[config.mk]
export PLATFORM = sky130hd
export DESIGN_NAME = hash_stream_tx
export DESIGN_NICKNAME = d
export VERILOG_FILES = /design/src/rtl/hash_pkg.sv /design/src/rtl/word_to_bytes.sv /design/src/rtl/hash_stream_tx.sv
export SDC_FILE = /design/constraint.sdc
export NUM_CORES = 1
export LEC_CHECK = 0
export ABC_AREA = 1
export BUFFER_PORTS_ARGS = -buffer_cell sky130_fd_sc_hd__buf_2
export CELL_PAD_IN_SITES_DETAIL_PLACEMENT = 1
export CELL_PAD_IN_SITES_GLOBAL_PLACEMENT = 1
export CORE_AREA = 3 3 137 139
export DETAILED_ROUTE_END_ITERATION = 6
export DIE_AREA = 0 0 140 142
export HOLD_SLACK_MARGIN = 0.08
export PLACE_DENSITY_LB_ADDON = 0.1
export SYNTH_ARGS = -nofsm -noshare
export SYNTH_HDL_FRONTEND = slang
export SYNTH_SLANG_ARGS = --single-unit
export TNS_END_PERCENT = 30
[constraint.sdc]
create_clock -name clock -period 2.04 [get_ports clock]
set_input_delay 0.408 -clock clock [delete_from_list [all_inputs] [get_ports clock]]
set_output_delay 0.408 -clock clock [all_outputs]
set_load 0.02 [all_outputs]
[src/rtl/hash_pkg.sv]
// Shared types and constants for the hash core byte-input transmitter.
// Imported by hash_stream_tx and its word serializer.
package hash_pkg;

    localparam int DIGEST_W = 32;
    localparam int BYTE_W   = 8;
    localparam int WORD_B   = DIGEST_W / BYTE_W;

    localparam logic [DIGEST_W-1:0] HASH_IV = 32'h32FE1AF3;

    typedef enum logic [2:0] {
        ST_IDLE,
        ST_START,
        ST_LOAD,
        ST_SEND,
        ST_WAIT_DIG,
        ST_OUT
    } hstx_state_t;

endpackage

[src/rtl/word_to_bytes.sv]
// Word serializer: 32-bit shift register, byte 0 first,
// with a saturating 2-bit byte index.
module word_to_bytes
    import hash_pkg::*;
(
    input  logic                clock,
    input  logic                rstn,
    input  logic                load,
    input  logic                shift,
    input  logic [DIGEST_W-1:0] word_in,
    output logic [BYTE_W-1:0]   byte_out,
    output logic                last_in_word
);

    logic [DIGEST_W-1:0] sh;
    logic [1:0]          idx;

    always_ff @(posedge clock or negedge rstn) begin
        if (!rstn) begin
            sh  <= '0;
            idx <= '0;
        end else if (load) begin
            sh  <= word_in;
            idx <= '0;
        end else if (shift) begin
            sh <= sh >> BYTE_W;
            if (idx != 2'd3)
                idx <= idx + 2'd1;
        end
    end

    assign byte_out     = sh[BYTE_W-1:0];
    assign last_in_word = (idx == 2'd3);

endmodule

[src/rtl/hash_stream_tx.sv]
// Host-side transmitter: serializes message words into the hash core
// byte port, then returns the captured digest over valid/ready.
module hash_stream_tx
    import hash_pkg::*;
#(
    parameter int LEN_W = 32
) (
    input  logic                clock,
    input  logic                rstn,
    input  logic                cmd_valid,
    output logic                cmd_ready,
    input  logic [LEN_W-1:0]    cmd_len,
    input  logic                word_valid,
    output logic                word_ready,
    input  logic [DIGEST_W-1:0] word_data,
    output logic                hash_start,
    output logic [LEN_W-1:0]    hash_len,
    output logic [BYTE_W-1:0]   hash_byte,
    output logic                hash_byte_valid,
    input  logic                hash_byte_ready,
    input  logic [DIGEST_W-1:0] hash_digest,
    input  logic                hash_digest_valid,
    output logic                dig_valid,
    input  logic                dig_ready,
    output logic [DIGEST_W-1:0] dig_data,
    output logic                busy
);

    hstx_state_t state;
    hstx_state_t state_nxt;

    logic [LEN_W-1:0]  rem;
    logic [BYTE_W-1:0] byte_out;
    logic              last_in_word;
    logic              cmd_hs;
    logic              word_hs;
    logic              byte_hs;
    logic              dig_cap;
    logic              rem_zero;
    logic              rem_one;

    assign cmd_hs   = (state == ST_IDLE) && cmd_valid;
    assign word_hs  = (state == ST_LOAD) && word_valid;
    assign byte_hs  = (state == ST_SEND) && hash_byte_ready;
    assign dig_cap  = (state == ST_WAIT_DIG) && hash_digest_valid;
    assign rem_zero = (rem == '0);
    assign rem_one  = (rem == LEN_W'(1));

    word_to_bytes u_w2b (
        .clock        (clock),
        .rstn         (rstn),
        .load         (word_hs),
        .shift        (byte_hs),
        .word_in      (word_data),
        .byte_out     (byte_out),
        .last_in_word (last_in_word)
    );

    always_ff @(posedge clock or negedge rstn) begin
        if (!rstn)
            state <= ST_IDLE;
        else
            state <= state_nxt;
    end

    always_comb begin
        state_nxt = state;
        unique case (state)
            ST_IDLE: begin
                if (cmd_valid)
                    state_nxt = ST_START;
            end
            ST_START: begin
                state_nxt = rem_zero ? ST_WAIT_DIG : ST_LOAD;
            end
            ST_LOAD: begin
                if (word_valid)
                    state_nxt = ST_SEND;
            end
            ST_SEND: begin
                // Final byte wins over word boundary: leftover bytes are dropped.
                if (hash_byte_ready) begin
                    if (rem_one)
                        state_nxt = ST_WAIT_DIG;
                    else if (last_in_word)
                        state_nxt = ST_LOAD;
                end
            end
            ST_WAIT_DIG: begin
                if (hash_digest_valid)
                    state_nxt = ST_OUT;
            end
            ST_OUT: begin
                if (dig_ready)
                    state_nxt = ST_IDLE;
            end
            default: state_nxt = ST_IDLE;
        endcase
    end

    always_ff @(posedge clock or negedge rstn) begin
        if (!rstn) begin
            rem      <= '0;
            hash_len <= '0;
        end else if (cmd_hs) begin
            rem      <= cmd_len;
            hash_len <= cmd_len;
        end else if (byte_hs && !rem_zero) begin
            rem <= rem - LEN_W'(1);
        end
    end

    always_ff @(posedge clock or negedge rstn) begin
        if (!rstn)
            dig_data <= '0;
        else if (dig_cap)
            dig_data <= hash_digest;
    end

    assign cmd_ready       = (state == ST_IDLE);
    assign hash_start      = (state == ST_START);
    assign word_ready      = (state == ST_LOAD);
    assign hash_byte_valid = (state == ST_SEND);
    assign hash_byte       = (state == ST_SEND) ? byte_out : '0;
    assign dig_valid       = (state == ST_OUT);
    assign busy            = (state != ST_IDLE);

endmodule

# Word level (Yosys, flattened, before mapping)
# Index checks and enable logic that the tools add are counted.
# op_classes
n_addsub	2
n_eq_ne	14
n_mux	17
n_reduce_logical	14
# op_table
operator	count
two-way mux 32 bit	4
== test 32 x 1 -> 1 bit, second input constant	1
logical NOT 32 bit	1
subtractor 32 x 1 -> 32 bit, second input constant	1
two-way mux 3 bit	8
case mux 3 bit (6 select lines)	1
two-way mux 8 bit	1
inequality test 2 bit, second input constant	4
== test 3 x 2 -> 1 bit, second input constant	2
== test 3 bit, second input constant	2
two-way mux 2 bit	3
AND reduction 6 bit	1
nonzero test 2 bit	3
logical AND 1 bit	5
inequality test 2 x 1 -> 1 bit, second input constant	2
== test 3 x 1 -> 1 bit, second input constant	1
logical NOT 3 bit	1
inequality test 3 x 1 -> 1 bit, second input constant	1
nonzero test 3 bit	1
adder 2 x 1 -> 2 bit, second input constant	1
== test 2 bit, second input constant	1
AND reduction 2 bit	1
logical NOT 1 bit	1
# word_totals
reg_bits	133
input_bits	103
output_inout_bits	78
word_cells	53

# Depth between registers and ports, before layout
# Gate-level depths: netlist of the first run.
# logic_depth
depth_word	5
depth_mapped	11
mapped_depth_nobuf	11

# Hierarchy
# A second synthesis of the first run with hierarchy kept.
# unflattened
hier_cells	846
hier_area_um2	6836.6
# by_module_without_submodules
mod	instances	cells_each	area_per_inst_um2	seq_area_each_um2
hash_stream_tx	1	649	5192.5	2477.4
word_to_bytes	1	197	1644.1	850.8

# Least setup slack after synthesis of the first run
# Ideal clock, no wire load.
# synth_path
kind	register to register
startpoint	register rem[0]
endpoint	register rem[23]
setup_ns	0.125
arrival_time_ns	1.613
required_ns	1.915
slack_ns	0.302
stages_incl_launch_ff	11
path_buffers	1
period_less_slack_ns	1.738
path_cell_list	dfrtp_1 -> inv_1 -> ha_1 -> nand2_2 -> nor2_8 -> nand2_4 -> o21ai_4 -> nand2_4 -> buf_6 -> nand2_2 -> nand3_2
# synth_between
elab_chain_cells	4
elab_cells_between_ends	7
classes_between	1 x add/sub; 2 x mux; 4 x reduce/logical
# synth_lines
element	line_no	rtl
from (decl)	hash_stream_tx.sv:32	logic [LEN_W-1:0] rem;
from (signal assigned)	hash_stream_tx.sv:106	rem <= cmd_len;
from (signal assigned)	hash_stream_tx.sv:109	rem <= rem - LEN_W'(1);
parallel branches: the longest is 4 deep, another holds subtractor 32 x 1 -> 32 bit	n/a	
# Parallel ways; which one is timed is not known. The select of a mux whose other input is x is not followed.
# A chain may end at the register's enable or synchronous reset.

# Final worst setup path of the first run
# layout_path
startpoint	register rem[0]
endpoint	register rem[5]
# The elaborated chain is that of the path after synthesis.

==> impl_metrics.csv, run 1 <==
group,metric,value,unit
outcome,outcome,"complete, no violations",
die,pin_count,181,
global_routing,grt_usage,0.205,
timing,maxSlewHeadroom,0.742,
synth,synthCells,843,
power,finalPower,14.1,mW
synth,netlist-cell-type-count,31,
critical_path,crit_buf_inv,2,
critical_path,rr_worst_depth,10,
timing,clock-skew-final,0.00721,ns
timing,finalSetupTns,0,ns
power,p_seq_frac,0.317,
timing,rsz0062_at_grt,"true",
place,pre_cts_ws,0.0781,ns
synth,synth_edf_count,0,
hold_path,worstHoldPathCells,3,
routing,drc,0,
clock_tree,cts_buffers,17,
finish,antenna_cells,0,
die,core,17800,sq um
power,peakVddDrop,710,uV
routing,viasPerCell,4.81,
synth,synth-async-reset-ratio,1.00,
power,p_clk_frac,0.225,
die,die_w,140,um
critical_path,startpoint_type,"register",
place,dpl.hpwl,14.9,mm
die,die_h,142,um
critical_path,crit_fanout,30,
hold_path,min_path_type,"in -> reg",
die,dieArea,19900,sq um
timing,slew_viol_final,0,
clock_tree,clkTransAtPathRegs,0.06,ns
critical_path,crit_type,"reg -> reg",
synth,postSynthAreaPerCell,8.13,sq um
power,intPower,7.92,mW
clock_tree,clk_latency,0.42,ns
clock_tree,tritoncts,"yes",
timing,period_minus_slack,1.96,ns
global_routing,grt-ovfl-total,0,
timing,setup_viol_count_final,0,
power,p_sw,6.20,mW
synth,syn_nets,949,
routing,wl,20.1,mm
routing,drtIter0Drc,275,
critical_path,cp_cell_sequence,"inv_1 -> ha_1 -> nand2_2 -> nor2_8 -> nand2_4 -> o21ai_4 -> nand2_8 -> buf_12 -> o21ai_0 -> o21ai_1",
die,placement_rows,49,
power,power.share.switching,0.439,
timing,fin_crit_sh,0.959,
power,p_per_area,1600,nW/um^2
synth,syn-cell-area,6850,sq um
routing,ant_nets,0,
critical_path,crit_family,"simple AND/OR/NAND/NOR gates",
critical_path,crit_cells,10,
clock_tree,cts_max_path_buffers,2,
global_routing,grt_pass1_wl,32.7,mm
clock_tree,cts-root-buf,"clkbuf_16",
place,gp_congestion,0.819,
hold_path,hp-start,"word_data[26]",
timing,hold_violations,0,
finish,drive_gt1_frac,0.322,
synth,yosysSeqAreaShare,0.486,
critical_path,cp_slowest_cell,"dfrtp_1",
global_routing,grt_max_degree,51,
clock_tree,htreeDepth,4,
routing,num_vias,6161,
power,p_leak,4.65,nW
critical_path,cp_slowest_stage_delay,0.39,ns
finish,fin_nets,1145,
global_routing,grt_pass1_vias,6563,
synth,synthFlopType,"dfrtp_1",
timing,fin_ws,0.0846,ns
synth,ys_ff_latch,133,
clock_tree,cts.sinks,133,
routing,drtPass1Iterations,4,
finish,syn2layout_area_growth,28.4,%
timing,fmax,511,MHz
critical_path,regToRegStartpoint,"rem[0]",
die,start_util,0.386,
critical_path,worst_ep_required_time,2.35,ns
critical_path,worstSetupStartpoint,"rem[0]",
synth,yosys_warnings,0,
power,power_frac_comb,0.458,
critical_path,end_kind,"register",
routing,wl_per_cell,15.7,um
flow_run,drv_cap,0,
place,port_buffers,180,
critical_path,worstPathArrival,2.26,ns
global_routing,grt_antenna_before_repair,0,
timing,tightest_slew,0.386,ns
finish,final_util,0.495,
metal layers:
metal | GRT usage | vias to the layer above | part of all wire
met5 | 0 | - | 0
met4 | 0.0520 | 0 | 0.0088
met3 | 0.0390 | 14 | 0.034
met2 | 0.352 | 124 | 0.49
met1 | 0.270 | 2945 | 0.46
li1 | - | 3078 | -
synthesized netlist by cell type (10+ instances only):
library cell  instances  area [sq um]
nand2_1             222           833
dfrtp_1             133          3330
o21ai_0             109           546
inv_1                94           353
nor2_1               87           327
mux2_2               32           360
nand3_1              31           155
nand2_2              17           106
o21ai_2              13           114
buf_2                12          60.1
clkbuf_1             12          45.0
o21bai_1             11          82.6
nor2_2               10          62.6
layout make-up:
| type | instances | area, sq um |
|---|---|---|
| clock buffers | 18 | 439 |
| clock inverters | 14 | 165 |
| fillers | 2200 | 8980 |
| inverters | 99 | 375 |
| multi-input cells | 580 | 3000 |
| flip-flops and latches | 133 | 3330 |
| well taps | 229 | 287 |
| repair buffers | 208 | 1210 |
kinds of logic (layout without fill, tap and decap cells):
logic type / after synthesis / in the layout / synth area share
AND/OR/NAND/NOR: 392 / 392 / 0.250
AO/OA/AOI/OAI: 153 / 153 / 0.126
adder cells (fa/ha/maj): 3 / 3 / 0.00548
buffers and inverters: 130 / 339 / 0.0801
multiplexers: 32 / 32 / 0.0526
flip-flops: 133 / 133 / 0.486
worst paths after layout:
| kind | to | slack (ns) |
|---|---|---|
| worst min register to register | hash_len[25] | 0.47 |
| max in group asynchronous | rem[25] | 0.99 |
| worst min-delay path | u_w2b.sh[26] | 0.19 |
| worst max register to register | rem[5] | 0.08 |
| min in group asynchronous | u_w2b.sh[20] | 0.44 |
| worst max-delay path | rem[5] | 0.08 |
power by group through the flow:
stage,Clock (mW),Sequential (mW),Combinational [mW]
after global routing,3.36,4.63,7.29
after global placement,0,4.48,6.34
after CTS,3.24,4.49,6.51
final,3.18,4.48,6.46
after floorplan,0,5.06,3.75
after detailed placement,0,4.52,6.46
cells in the final DEF, fill, tap and decap left out, types with 7 or more instances in the layout:
cell,count
o21ai_1,7
nand2_2,19
o21ai_0,109
o21ai_2,13
nor2_1,83
o21bai_1,11
dfrtp_1,132
nor2_2,14
a21oi_1,8
inv_1,93
nand2_1,220
mux2_2,32
buf_4,23
nand3_1,31
buf_2,176
clkbuf_16,17
state kept, by name, indices dropped and copies added, names as in the netlist:
signal	count
dig_data	32
u_w2b.idx	2
state	3
u_w2b.sh	32
rem	32
hash_len	32
repair_timing:
action,4_1_cts,5_1_grt
endpoints found under the hold margin,33,0
endpoints found under the setup margin,1,17
setup buffers,0,1
resized for setup,1,13
hold buffers,1,0
stage by stage:
stage	hold slack, ns	cells	cell area (sq um)
2_1_floorplan	0.112	843	6850
3_3_place_gp	0.338	1247	8140
5_1_grt	0.192	1281	8800
6_report	0.193	1281	8800
3_5_place_dp	0.334	1247	8140
4_1_cts	0.179	1280	8760
worst register-to-register path, delay by kind of cell (launching register included):
| kind | cells | cell delay, ns |
|---|---|---|
| and+or+nand+nor | 4 | 0.52 |
| AOI/OAI and AO/OA | 3 | 0.40 |
| DFF | 1 | 0.39 |
| buffers and inverters | 2 | 0.34 |
| adders and majority gates | 1 | 0.19 |
Power figures use the tool's default switching activity.
==> run 2, diff against run 1 <==
--- a/config.mk
+++ b/config.mk
@@ -9,9 +9,9 @@
 export BUFFER_PORTS_ARGS = -buffer_cell sky130_fd_sc_hd__buf_2
 export CELL_PAD_IN_SITES_DETAIL_PLACEMENT = 1
 export CELL_PAD_IN_SITES_GLOBAL_PLACEMENT = 1
-export CORE_AREA = 3 3 137 139
+export CORE_AREA = 2 2 136 138
 export DETAILED_ROUTE_END_ITERATION = 6
-export DIE_AREA = 0 0 140 142
+export DIE_AREA = 0 0 138 140
 export HOLD_SLACK_MARGIN = 0.08
 export PLACE_DENSITY_LB_ADDON = 0.1
 export SYNTH_ARGS = -nofsm -noshare
==> impl_metrics.csv, run 2 (synthesis results as in run 1) <==
group,metric,value,unit
timing,setup_viol_count_final,0,
finish,multi_input_area,3010,sq um
critical_path,end_kind,"register",
critical_path,r2r_slack,0.07,ns
timing,period_minus_slack,1.97,ns
timing,hold_violations,0,
global_routing,grt_antenna_before_repair,0,
die,pin_count,181,
place,gp_congestion,0.816,
place,dpl.hpwl,14.6,mm
die,placement_rows,49,
routing,drc,0,
finish,fin_nets,1141,
global_routing,grt-ovfl-total,0,
hold_path,hold_end,"u_w2b.sh[25]",
routing,drtPass1Iterations,4,
critical_path,regToRegStartpoint,"rem[0]",
outcome,outcome,"complete, no violations",
critical_path,worst_ep_required_time,2.33,ns
timing,fin_crit_sh,0.964,
routing,met3_length,671,um
timing,maxSlewHeadroom,0.582,
routing,wl_met1,9.50,mm
timing,clock-skew-final,0.0157,ns
critical_path,r2r_end,"rem[5]",
place,port_buffers,180,
finish,regArea,3330,sq um
finish,fillerInstances,2225,
routing,ant_nets,0,
timing,holdWs,0.186,ns
finish,most-common-layout-cells,"221 x nand2_1, 177 x buf_2, 133 x dfrtp_1",
timing,fmax,508,MHz
hold_path,hp-start,"word_data[25]",
finish,syn2layout_area_growth,27.7,%
critical_path,worstPathArrival,2.26,ns
die,die_w,138,um
flow_run,drv_cap,0,
finish,layout_commonest_cell,"nand2_1",
power,p_per_area,1590,nW/um^2
die,start_util,0.386,
timing,slew_viol_final,0,
clock_tree,cts_max_path_buffers,2,
power,finalPower,13.9,mW
global_routing,grt_pass1_vias,6443,
routing,wl,19.9,mm
critical_path,crit_type,"reg -> reg",
power,p_leak,4.63,nW
finish,drive_gt1_frac,0.317,
routing,highest_layer,"met4",
critical_path,startpoint_type,"register",
clock_tree,tritoncts,"yes",
clock_tree,cts_buffers,17,
global_routing,grt_usage,0.215,
routing,viasPerCell,4.83,
power,peakVddDrop,653,uV
hold_path,worstHoldPathCells,3,
timing,rsz0062_at_grt,"true",
routing,wl_per_cell,15.6,um
hold_path,min_path_type,"in -> reg",
routing,wl_met2,9.43,mm
global_routing,grt_max_degree,52,
clock_tree,clk_latency,0.43,ns
clock_tree,cts.sinks,133,
routing,num_vias,6172,
routing,drtIter0Drc,245,
clock_tree,cts-root-buf,"clkbuf_16",
die,dieArea,19300,sq um
finish,antenna_cells,0,
die,core,17800,sq um
critical_path,rr_worst_depth,10,
critical_path,crit_fanout,33,
timing,tightest_slew,0.627,ns
die,die_h,140,um
clock_tree,htreeDepth,4,
clock_tree,clkTransAtPathRegs,0.06,ns
global_routing,grt_pass1_wl,33.5,mm
## run 2: metal layers
layer  track usage  vias to the layer above
li1              -                     3068
met1         0.292                     2949
met2         0.351                      134
met3        0.0400                       21
met4        0.0677                        0
met5             0                        -
## run 2: final cells by class
type                    count  share of cell area
repair buffers            204               0.135
multi-input cells         580               0.343
flip-flops and latches    133               0.380
clock buffers              18              0.0490
clock inverters            14              0.0174
well taps                 229              0.0327
inverters                  99              0.0426
## run 2: worst max path at each step
stage / from / depth (start not counted) / slack [ns] / endpoint
floorplan: rem[0] / 10 / 0.30 / rem[23]
CTS: state[2] / 5 / 0.02 / hash_byte[7]
global placement: rem[0] / 10 / 0.13 / rem[5]
global route: rem[0] / 10 / -0.10 / rem[5]
detailed placement: rem[0] / 10 / 0.02 / rem[5]
finish: rem[0] / 10 / 0.07 / rem[5]
## run 2: timing repair
item,CTS,global route
setup endpoints to repair,1,34
buffers inserted,1,1
gates resized for setup,2,9
endpoints found under the hold margin,36,0
hold buffers,1,0
## run 2: worst max-delay path: stages (launching register included)
cell	delay (ns)
dfrtp_1	0.37
inv_1	0.11
ha_2	0.22
nand2_4	0.10
nor2_8	0.17
nand2_4	0.08
o21ai_4	0.22
nand2_8	0.13
buf_12	0.20
o21ai_0	0.10
o21ai_1	0.09
## run 2: power breakdown
group	switching, mW	leakage [nW]	internal (mW)
Clock	1.24	0.279	1.81
Combinational	4.20	2.69	2.20
Sequential	0.690	1.66	3.80
## run 2: per-stage QoR
step | setup slack, ns | cell area (sq um) | utilization | setup TNS [ns] | instances
final | 0.0728 | 8750 | 0.492 | 0 | 1277
after global routing | -0.100 | 8750 | 0.492 | -0.339 | 1277
after CTS | 0.0150 | 8710 | 0.490 | 0 | 1276
after detailed placement | 0.0153 | 8110 | 0.456 | 0 | 1242
after global placement | 0.127 | 8110 | 0.456 | 0 | 1242
after floorplan | 0.302 | 6850 | - | 0 | 843
